<file path="src/rtl/pwm_seq_pkg.sv">
// Shared types and constants for the PWM duty-cycle update sequencer.
// Latency: n/a (declarations only).
// Backpressure: n/a.
package pwm_seq_pkg;

    localparam int DEF_NUM_REQ = 4;
    localparam int DEF_NUM_CH  = 4;
    localparam int DEF_DW      = 8;

    // Per-channel shadow-update tracking state
    typedef enum logic [1:0] {
        CH_IDLE    = 2'd0,
        CH_WRITE   = 2'd1,
        CH_PENDING = 2'd2
    } ch_state_e;

    // Index width that never collapses to zero bits for a single entry
    function automatic int clog2_min1(input int n);
        return (n > 1) ? $clog2(n) : 1;
    endfunction

endpackage

</file>
<file path="src/rtl/pwm_seq_arbiter.sv">
// Single-grant arbiter: round-robin from a rotating pointer, or lowest-index-wins when PWM_SEQ_FIXED_PRIO_EN is defined.
// Latency: grant is combinational from i_elig; the pointer advances on the clock after a grant.
// Backpressure: none; a requester that is not eligible is simply not granted.
module pwm_seq_arbiter
    import pwm_seq_pkg::*;
#(
    parameter  int NUM_REQ = DEF_NUM_REQ,
    localparam int RW      = clog2_min1(NUM_REQ)
) (
    input  logic               clk,
    input  logic               rst,
    input  logic [NUM_REQ-1:0] i_elig,
    output logic [NUM_REQ-1:0] o_grant,
    output logic [RW-1:0]      o_grant_idx,
    output logic               o_grant_vld
);

`ifdef PWM_SEQ_FIXED_PRIO_EN

    // Scan from the top down so the lowest eligible index is the last writer
    always_comb begin
        o_grant_idx = '0;
        o_grant_vld = 1'b0;
        o_grant     = '0;
        for (int i = NUM_REQ - 1; i >= 0; i--) begin
            if (i_elig[i]) begin
                o_grant_idx = RW'(i);
                o_grant_vld = 1'b1;
            end
        end
        if (o_grant_vld) o_grant[o_grant_idx] = 1'b1;
    end

`else

    logic [RW-1:0] r_ptr;
    logic [RW-1:0] w_cand;

    // Scan offsets from the pointer in reverse so the smallest offset wins
    always_comb begin
        o_grant_idx = '0;
        o_grant_vld = 1'b0;
        o_grant     = '0;
        w_cand      = '0;
        for (int i = NUM_REQ - 1; i >= 0; i--) begin
            w_cand = RW'((int'(r_ptr) + i) % NUM_REQ);
            if (i_elig[w_cand]) begin
                o_grant_idx = w_cand;
                o_grant_vld = 1'b1;
            end
        end
        if (o_grant_vld) o_grant[o_grant_idx] = 1'b1;
    end

    // Pointer moves just past the winner; holds when nothing is granted
    always_ff @(posedge clk or posedge rst) begin
        if (rst) begin
            r_ptr <= '0;
        end else if (o_grant_vld) begin
            r_ptr <= (int'(o_grant_idx) == NUM_REQ - 1) ? '0 : o_grant_idx + 1'b1;
        end
    end

`endif

endmodule

</file>
<file path="src/rtl/pwm_update_sequencer.sv">
// Shares the PWM shadow-register write port among requesters and reports when each write is consumed by a frame reload.
// Latency: grant at T -> ch_update/ch_data at T+1; req_done the cycle after the first frame_start seen in PENDING.
// Backpressure: req_ready is withheld while the target channel is busy or the requester already has an update in flight.
// Optional build macro: PWM_SEQ_FIXED_PRIO_EN selects fixed lowest-index priority instead of round-robin.
module pwm_update_sequencer
    import pwm_seq_pkg::*;
#(
    parameter  int NUM_REQ = DEF_NUM_REQ,
    parameter  int NUM_CH  = DEF_NUM_CH,
    parameter  int DW      = DEF_DW,
    localparam int CHW     = clog2_min1(NUM_CH),
    localparam int RW      = clog2_min1(NUM_REQ)
) (
    input  logic                   clk,
    input  logic                   rst,
    input  logic [NUM_REQ-1:0]     req_valid,
    input  logic [NUM_REQ*CHW-1:0] req_ch,
    input  logic [NUM_REQ*DW-1:0]  req_duty,
    output logic [NUM_REQ-1:0]     req_ready,
    output logic [NUM_REQ-1:0]     req_done,
    input  logic [NUM_CH-1:0]      ch_frame_start,
    output logic [NUM_CH-1:0]      ch_update,
    output logic [DW-1:0]          ch_data,
    output logic                   busy
);

    ch_state_e         r_state [NUM_CH];
    ch_state_e         w_state_nxt [NUM_CH];
    logic [RW-1:0]     r_owner [NUM_CH];
    logic [NUM_CH-1:0] r_ch_update;
    logic [DW-1:0]     r_ch_data;
    logic [NUM_REQ-1:0] r_req_done;

    logic [NUM_REQ-1:0] w_blocked;
    logic [NUM_REQ-1:0] w_tgt_idle;
    logic [NUM_REQ-1:0] w_elig;
    logic [NUM_REQ-1:0] w_grant;
    logic [RW-1:0]      w_gnt_idx;
    logic               w_gnt_vld;
    logic [CHW-1:0]     w_gnt_ch;
    logic [DW-1:0]      w_gnt_duty;
    logic [NUM_CH-1:0]  w_upd_nxt;
    logic [NUM_REQ-1:0] w_done_nxt;
    logic               w_busy;

    // Eligibility: valid, in-range idle target, and no update already in flight for this requester
    always_comb begin
        w_blocked  = '0;
        w_tgt_idle = '0;
        for (int r = 0; r < NUM_REQ; r++) begin
            for (int c = 0; c < NUM_CH; c++) begin
                if (r_state[c] != CH_IDLE && r_owner[c] == RW'(r)) w_blocked[r] = 1'b1;
                if (req_ch[r*CHW +: CHW] == CHW'(c) && r_state[c] == CH_IDLE) w_tgt_idle[r] = 1'b1;
            end
        end
        w_elig = req_valid & w_tgt_idle & ~w_blocked & {NUM_REQ{~rst}};
    end

    pwm_seq_arbiter #(
        .NUM_REQ (NUM_REQ)
    ) u_arb (
        .clk         (clk),
        .rst         (rst),
        .i_elig      (w_elig),
        .o_grant     (w_grant),
        .o_grant_idx (w_gnt_idx),
        .o_grant_vld (w_gnt_vld)
    );

    // Mux the winner's channel and duty onto the write path
    always_comb begin
        w_gnt_ch   = '0;
        w_gnt_duty = '0;
        for (int r = 0; r < NUM_REQ; r++) begin
            if (w_grant[r]) begin
                w_gnt_ch   = req_ch[r*CHW +: CHW];
                w_gnt_duty = req_duty[r*DW +: DW];
            end
        end
    end

    // Channel FSM next state, update strobe decode and commit pulses
    always_comb begin
        w_upd_nxt  = '0;
        w_done_nxt = '0;
        w_busy     = 1'b0;
        for (int c = 0; c < NUM_CH; c++) begin
            w_state_nxt[c] = r_state[c];
            if (r_state[c] != CH_IDLE) w_busy = 1'b1;
            case (r_state[c])
                CH_IDLE: begin
                    if (w_gnt_vld && w_gnt_ch == CHW'(c)) begin
                        w_state_nxt[c] = CH_WRITE;
                        w_upd_nxt[c]   = 1'b1;
                    end
                end
                // A frame_start coincident with the strobe reloaded the old shadow, so it is ignored here
                CH_WRITE: w_state_nxt[c] = CH_PENDING;
                CH_PENDING: begin
                    if (ch_frame_start[c]) begin
                        w_state_nxt[c]          = CH_IDLE;
                        w_done_nxt[r_owner[c]] = 1'b1;
                    end
                end
                default: w_state_nxt[c] = CH_IDLE;
            endcase
        end
    end

    // State, owner and output registers; reset drops all in-flight tracking
    always_ff @(posedge clk or posedge rst) begin
        if (rst) begin
            for (int c = 0; c < NUM_CH; c++) begin
                r_state[c] <= CH_IDLE;
                r_owner[c] <= '0;
            end
            r_ch_update <= '0;
            r_ch_data   <= '0;
            r_req_done  <= '0;
        end else begin
            for (int c = 0; c < NUM_CH; c++) begin
                r_state[c] <= w_state_nxt[c];
                if (w_upd_nxt[c]) r_owner[c] <= w_gnt_idx;
            end
            r_ch_update <= w_upd_nxt;
            r_req_done  <= w_done_nxt;
            if (w_gnt_vld) r_ch_data <= w_gnt_duty;
        end
    end

    assign req_ready = w_grant;
    assign req_done  = r_req_done;
    assign ch_update = r_ch_update;
    assign ch_data   = r_ch_data;
    assign busy      = w_busy;

endmodule

</file>
<file path="config.mk">
export PLATFORM = sky130hd
export DESIGN_NAME = pwm_update_sequencer
export DESIGN_NICKNAME = d
export VERILOG_FILES = /design/src/rtl/pwm_seq_pkg.sv /design/src/rtl/pwm_seq_arbiter.sv /design/src/rtl/pwm_update_sequencer.sv
export SDC_FILE = /design/constraint.sdc
export NUM_CORES = 1
export LEC_CHECK = 0
export BUFFER_PORTS_ARGS = -buffer_cell sky130_fd_sc_hd__buf_2
export CAP_MARGIN = 20
export CORE_UTILIZATION = 43
export DETAILED_ROUTE_END_ITERATION = 8
export GPL_ROUTABILITY_DRIVEN = 0
export HOLD_SLACK_MARGIN = 0.15
export PLACE_DENSITY = 0.69
export SLEW_MARGIN = 30
export SYNTH_ARGS = -nofsm -noshare
export SYNTH_HDL_FRONTEND = slang
export SYNTH_SLANG_ARGS = --single-unit
</file>
<file path="constraint.sdc">
create_clock -name clk -period 4.1 [get_ports clk]
set_input_delay 0.205 -clock clk [delete_from_list [all_inputs] [get_ports clk]]
set_output_delay 0.205 -clock clk [all_outputs]
set_load 0.02 [all_outputs]
</file>
**After elaboration in Yosys (flattened, before gate mapping)**

Cells that the tools add are included.

- Output and inout bits: 21
- Input port bits: 50
- Flip-flop bits (word level): 34
- Word-level logic and storage cells: 244

- Add/sub/neg operators: 4
- Order comparisons: 14
- Bitwise gates (word level): 8
- Eq/ne operators: 44
- Multiplexer cells: 100
- Reduce and logical (&&, ||, !) cells: 62

Operators with widths:

| cell | count |
|---|---|
| $mux W1 | 57 |
| $eq A2 B2 Y1 const B | 22 |
| $logic_and A1 B1 Y1 | 41 |
| $mux W4 | 9 |
| $mux W2 | 17 |
| $mux W8 | 4 |
| $eq A2 B1 Y1 const B | 14 |
| $lt A2 B3 Y1 const B | 9 |
| $logic_not A2 Y1 | 13 |
| $pmux W2 S3 | 4 |
| $and A4 B4 Y4 | 3 |
| $or A4 B4 Y4 | 3 |
| $demux W1 S2 | 5 |
| $ge A2 B1 Y1 const B | 5 |
| $bmux W1 S2 | 4 |
| $ne A2 B1 Y1 const B | 4 |
| $ne A2 B2 Y1 const B | 4 |
| $reduce_and A2 Y1 | 4 |
| $reduce_bool A2 Y1 | 4 |
| $add A2 B1 Y2 const B | 2 |
| $add A2 B2 Y2 const B | 2 |
| $not A4 Y4 | 1 |
| $not A1 Y1 | 1 |

**Longest topological paths before layout**

- Depth after elaboration: 28
- Depth in mapped cells: 17
- Mapped depth without buffers: 15

**Modules after synthesis**

From an unflattened synthesis, not the netlist that was laid out.

- Cells, all modules: 242
- Area, all modules: 2228.4 um^2

Modules (own cells, without submodules):

| module | seq. area each (um^2) | area each (um^2) | cells an instance | instances |
|---|---|---|---|---|
| pwm_update_sequencer | 800.8 | 1954.4 | 212 | 1 |
| pwm_seq_arbiter | 50.0 | 274.0 | 30 | 1 |

**Worst setup path after synthesis**

OpenSTA, ideal clock, no wires.

- Path kind: input port to flip-flop
- Start: in rst
- End: reg r_owner[6] (netlist bit)
- Path buffers: 1
- Library setup time: 0.125 ns
- Arrival time: 3.702 ns
- Stages on the path: 13
- Slack: 0.273 ns
- Cell sequence: inv_1 > o211ai_1 > a211oi_4 > o221ai_1 > a211oi_2 > inv_1 > ha_1 > clkbuf_1 > a221oi_1 > a211oi_1 > a21oi_1 > and4_1 > mux2_2

- Cells in the longest elaborated chain, start to end: 21

RTL lines:

| element | line | text |
|---|---|---|
| start: declaration | pwm_update_sequencer.sv:15 | `input logic rst,` |
| $not A1 Y1 (*) | pwm_update_sequencer.sv:56 | `w_elig = req_valid & w_tgt_idle & ~w_blocked & {NUM_REQ{~rst}};` |
| $and A4 B4 Y4 (*) | pwm_update_sequencer.sv:56 |  |
| $bmux W1 S2 | pwm_seq_arbiter.sv:47 | `if (i_elig[w_cand]) begin` |
| $mux W1 (implied by the code) | pwm_seq_arbiter.sv:47 |  |
| $mux W2 (3 in a row) | pwm_seq_arbiter.sv:47 |  |
| $mux W2 (*) | pwm_seq_arbiter.sv:47 |  |
| net u_arb.o_grant_idx[1] | pwm_seq_arbiter.sv:14 | `output logic [RW-1:0] o_grant_idx,` |
| $lt A2 B3 Y1 (implied by the code) or $ge A2 B1 Y1 (tied branches) | pwm_seq_arbiter.sv:52 | `if (o_grant_vld) o_grant[o_grant_idx] = 1'b1;` |
| [... 3 more ...] | - |  |
| $mux W4 (*) | pwm_seq_arbiter.sv:52 |  |
| $mux W2 (3 in a row) | pwm_update_sequencer.sv:75 | `if (w_grant[r]) begin` |
| $mux W2 (*) | pwm_update_sequencer.sv:75 |  |
| $logic_not A2 Y1 (*) | pwm_update_sequencer.sv:92 | `if (w_gnt_vld && w_gnt_ch == CHW'(c)) begin` |
| $logic_and A1 B1 Y1 (*) | pwm_update_sequencer.sv:92 |  |
| $mux W1 (*) | pwm_update_sequencer.sv:92 |  |
| $mux W1 (*) | pwm_update_sequencer.sv:90 | `case (r_state[c])` |
| net w_upd_nxt[0] | pwm_update_sequencer.sv:42 | `logic [NUM_CH-1:0] w_upd_nxt;` |
| end signal: indexed assignment | pwm_update_sequencer.sv:123 | `if (w_upd_nxt[c]) r_owner[c] <= w_gnt_idx;` |
| end: declaration | pwm_update_sequencer.sv:29 | `logic [RW-1:0] r_owner [NUM_CH];` |

The timed path passes the listed nets; every way through them passes the cells marked *. The select of a mux whose other input is x is not followed.
A chain may end at the register's enable or synchronous reset.

**Worst setup path after layout**

- Start: reg r_owner[1] (netlist bit)
- End: reg r_owner[5] (netlist bit)

- Cells in the longest elaborated chain, start to end: 25

RTL lines:

| element | line | text |
|---|---|---|
| $eq A2 B1 Y1 (tied with other cells) | pwm_update_sequencer.sv:52 | `if (r_state[c] != CH_IDLE && r_owner[c] == RW'(r)) w_blocked[r] = 1'b1;` |
| $logic_and A1 B1 Y1 | pwm_update_sequencer.sv:52 |  |
| $mux W1 | pwm_update_sequencer.sv:52 |  |
| $not A4 Y4 (*) | pwm_update_sequencer.sv:56 |  |
| $and A4 B4 Y4 (*) (2 in a row) | pwm_update_sequencer.sv:56 |  |
| $bmux W1 S2 | pwm_seq_arbiter.sv:47 |  |
| $mux W1 (implied by the code) | pwm_seq_arbiter.sv:47 |  |
| $mux W2 (3 in a row) | pwm_seq_arbiter.sv:47 |  |
| [... 1 more ...] | - |  |
| net u_arb.o_grant_idx[0] | pwm_seq_arbiter.sv:14 |  |
| [... 4 more ...] | - |  |
| $mux W4 (*) | pwm_seq_arbiter.sv:52 |  |
| $mux W2 (3 in a row) | pwm_update_sequencer.sv:75 |  |
| $mux W2 (*) | pwm_update_sequencer.sv:75 |  |
| $eq A2 B1 Y1 (*) | pwm_update_sequencer.sv:92 |  |
| $logic_and A1 B1 Y1 (*) | pwm_update_sequencer.sv:92 |  |
| $mux W1 (*) | pwm_update_sequencer.sv:92 |  |
| $mux W1 (*) | pwm_update_sequencer.sv:90 |  |
| net w_upd_nxt[1] | pwm_update_sequencer.sv:42 |  |

Marked as above.

==> impl_metrics.json <==
{
  "max-clock-path-buffers": 2,
  "drt_pass1_iterations": 5,
  "setup_repair_after_global_routing_missed_its_margin": "no",
  "arrival_time_of_data_at_the_critical_path_endpoint_ns": 4.03,
  "initial_utilization_pct": 45.9,
  "synth-seq-area-share_pct": 38.0,
  "number_of_global_route_vias_before_repair": 1903,
  "asyncSetResetFlopFracSynth_pct": 100,
  "clock_tree_from_tritoncts": "done",
  "worstReg2RegStart": "r_owner[1]",
  "num-nets-final": 380,
  "total_routing_usage_reported_by_global_routing_pct": 22.3,
  "finalWorstPathRequiredPeriod_ns": 3.86,
  "drt_iter0_drc": 203,
  "min_period_over_period_pct": 94.1,
  "timing.setup.critical_path_class": "reg -> reg",
  "cts_buffer_count": 5,
  "net_count_after_synthesis": 308,
  "largest_net_degree_at_the_start_of_global_routing": 35,
  "grt-ovfl-total": 0,
  "netlist-cell-type-count": 47,
  "synth_largest_type_area_fraction_pct": 38.0,
  "gate_count_after_technology_mapping": 254,
  "holdCritPathClass": "in -> reg",
  "antennaDiodeCount": 0,
  "final_area_sq_um": 2770,
  "power.static_leakage_nw": 1.34,
  "cts_sinks": 34,
  "finalMaxSlewViolations": 0,
  "ys_ff_latch": 34,
  "ant_nets": 0,
  "cellPowerDensity_nw_per_um2": 752,
  "synth_area_sq_um": 2240,
  "worstPathRequired_ns": 4.27,
  "floorplan.io_pins": 71,
  "maxSlewHeadroom_pct": 59.0,
  "floorplan.die.width_microns": 74.2,
  "final.setup.tns_ns": 0,
  "buffer_ports.inserted": 70,
  "max_slew.worst_pin.slew_ns": 0.615,
  "critPathLaunchType": "flip-flop",
  "critical_path_peak_fanout": 11,
  "fp.dieArea_sq_um": 5500,
  "hold_violations": 0,
  "placement.cell_area_sq_um": 2650,
  "synth_top_flop_cell": "sky130_fd_sc_hd__dfrtp_1",
  "worstSetupStartpoint": "r_owner[1]",
  "synth_area_leader_cell": "sky130_fd_sc_hd__dfrtp_1",
  "finalClockSkew_ns": 0.00475,
  "critPathSlowestCell": "sky130_fd_sc_hd__o22ai_1",
  "area_delta_synth_final_pct": 23.9,
  "top_cells_by_area_in_the_synthesized_netlist": "sky130_fd_sc_hd__dfrtp_1 38%, sky130_fd_sc_hd__nor2_1 5.7%, sky130_fd_sc_hd__a21oi_1 4.9%, sky130_fd_sc_hd__nand2_1 4.5%, sky130_fd_sc_hd__mux2i_1 4.0%",
  "number_of_antenna_violations_at_the_first_check_in_global_routing": 0,
  "clock_insertion_delay_worst_skew_ns": 0.29,
  "clock_tree.htree_level_count": 2,
  "root_buffer": "sky130_fd_sc_hd__clkbuf_8",
  "critPathBufInv": 1,
  "placementRows": 25,
  "critical-path-top-cell-by-count": "sky130_fd_sc_hd__and4_1",
  "final_layout_size_suffix_gt1_share_pct": 32.7,
  "drc_errors": 0,
  "via_count": 2215,
  "grt_first_pass_wirelength_mm": 9.27,
  "routed_via_density": 5.62,
  "setup_viol": 0,
  "endpoint_kind": "flip-flop",
  "path_cells": "inv_1 > a22oi_1 > o22a_1 > and4_1 > o21ai_0 > o22ai_1 > ha_1 > nor2_1 > a221oi_1 > a211oi_1 > a21oi_1 > and4_1 > mux2_2",
  "synth_edf_count": 0,
  "number_of_warnings_printed_during_yosys_synthesis": 0,
  "outcome": "completed",
  "cpLargestDelayFamily": "compound AO/OA/AOI/OAI gates",
  "cpPeakStageDelay_ns": 0.50,
  "hp-start": "ch_frame_start[3]",
  "clk_pin_slew_ns": 0.07,
  "power.ir.vdd_worst_uv": 353,
  "detail_route.wl_per_cell_microns": 15.0,
  "timing.max_cap.violations": 0,
  "dieHeight_microns": 74.2,
  "floorplan.core_area_sq_um": 4880,
  "post-dp-hpwl_mm": 4.41,
  "max_freq_mhz": 259,
  "synth_area_per_cell_sq_um": 8.82,
  "route.final.wire_length_mm": 5.92
}
[final cells by class]
type	count	area [sq um]
fillers	467	2110
multi-input cells	194	1260
flip-flops and latches	34	851
repair buffers	79	420
clock buffers	8	110
well taps	67	83.8
inverters	12	45.0
[report_power, final]
part	internal [W]	switching (W)	total, W	leakage, nW
clock	0.000170	0.000124	0.000293	0.0575
combinational	0.000505	0.000690	0.00120	0.840
sequential	0.000464	0.000135	0.000599	0.438
[synthesized netlist by cell type, drive strengths merged, types with 3 or more instances]
library cell / n
mux2i: 9
and2: 4
o21ai: 12
mux2: 12
and4: 10
nor3: 3
inv: 12
nor2b: 3
nand2: 27
o22ai: 10
o211ai: 3
ha: 4
a21oi: 22
nand4: 4
a221oi: 3
a211oi: 3
dfrtp: 34
nor4: 3
nor2: 36
buf: 7
a22oi: 5
o22a: 3
clkbuf: 7
[routing by layer]
| metal | GRT usage [%] | part of all wire [%] |
|---|---|---|
| met1 | 30.6 | 45 |
| met5 | 0 | 0 |
| met3 | 4.74 | 6.9 |
| met2 | 34.4 | 46 |
| met4 | 8.33 | 1.9 |
[state kept, by name (all words and copies together), names as in the netlist]
signal       cells
ch_update        4
ch_data          8
req_done         4
r_state          8
u_arb.r_ptr      2
r_owner          8
[tightest hold or removal path: cells and delay by family]
kind | cells | cell delay (ns)
buffers and inverters | 1 | 0.10
AND/OR/NAND/NOR | 1 | 0.09
multiplexers | 1 | 0.06
[layout by cell type (no fill, tap or decap), types with 3 or more instances in the layout]
cell type / synthesis / final
sky130_fd_sc_hd__buf_2: 3 / 70
sky130_fd_sc_hd__nor2_1: 34 / 34
sky130_fd_sc_hd__dfrtp_1: 34 / 34
sky130_fd_sc_hd__nand2_1: 27 / 27
sky130_fd_sc_hd__a21oi_1: 22 / 22
sky130_fd_sc_hd__inv_1: 12 / 12
sky130_fd_sc_hd__o21ai_0: 12 / 12
sky130_fd_sc_hd__o22ai_1: 10 / 10
sky130_fd_sc_hd__mux2i_1: 9 / 9
sky130_fd_sc_hd__and4_1: 8 / 8
sky130_fd_sc_hd__mux2_2: 8 / 8
sky130_fd_sc_hd__clkbuf_8: 0 / 8
sky130_fd_sc_hd__buf_4: 0 / 8
sky130_fd_sc_hd__a22oi_1: 5 / 5
sky130_fd_sc_hd__nand4_1: 4 / 4
sky130_fd_sc_hd__mux2_4: 4 / 4
sky130_fd_sc_hd__and2_1: 4 / 4
sky130_fd_sc_hd__ha_1: 4 / 4
sky130_fd_sc_hd__o22a_1: 3 / 3
sky130_fd_sc_hd__nor2b_1: 3 / 3
sky130_fd_sc_hd__o211ai_1: 3 / 3
sky130_fd_sc_hd__nor3_1: 3 / 3
sky130_fd_sc_hd__nor4_1: 3 / 3
[cell families (layout without fill, tap and decap cells)]
kind of cell	Yosys count	count (layout)	share of synthesized area, %
mux	21	21	10.7
fa+ha+maj	4	4	2.23
flops	34	34	38.0
compound gates	69	69	20.5
buf+inv	26	99	5.59
simple gates	100	100	23.0
[path summary, 6_finish.rpt]
check / to / slack [ns] / depth (start not counted)
max: r_owner[5] / 0.24 / 13
min: r_state[1] / 0.21 / 3
max reg2reg: r_owner[5] / 0.24 / 13
min reg2reg: ch_data[4] / 0.52 / 2
max in group asynchronous: ch_data[1] / 3.12 / 4
min in group asynchronous: u_arb.r_ptr[1] / 0.68 / 4
[stage by stage]
step	total power, W	std cells	hold WS, ns	setup slack, ns	util, %
after CTS	0.00208	394	0.219	0.323	56.8
after global routing	0.00225	394	0.229	0.0581	56.8
after global placement	0.00176	385	0.440	0.390	54.4
final	0.00209	394	0.213	0.243	56.8
after detailed placement	0.00178	385	0.453	0.335	54.4
after floorplan	0.00147	254	0.363	0.273	-
[repair_timing]
item                                   CTS  global route
buffers inserted                         0             0
setup endpoints to repair                0             0
gates resized for setup                  0             0
endpoints found under the hold margin   19             0
hold buffers                             1             0
Note: power is estimated with default switching activity, not from simulation.
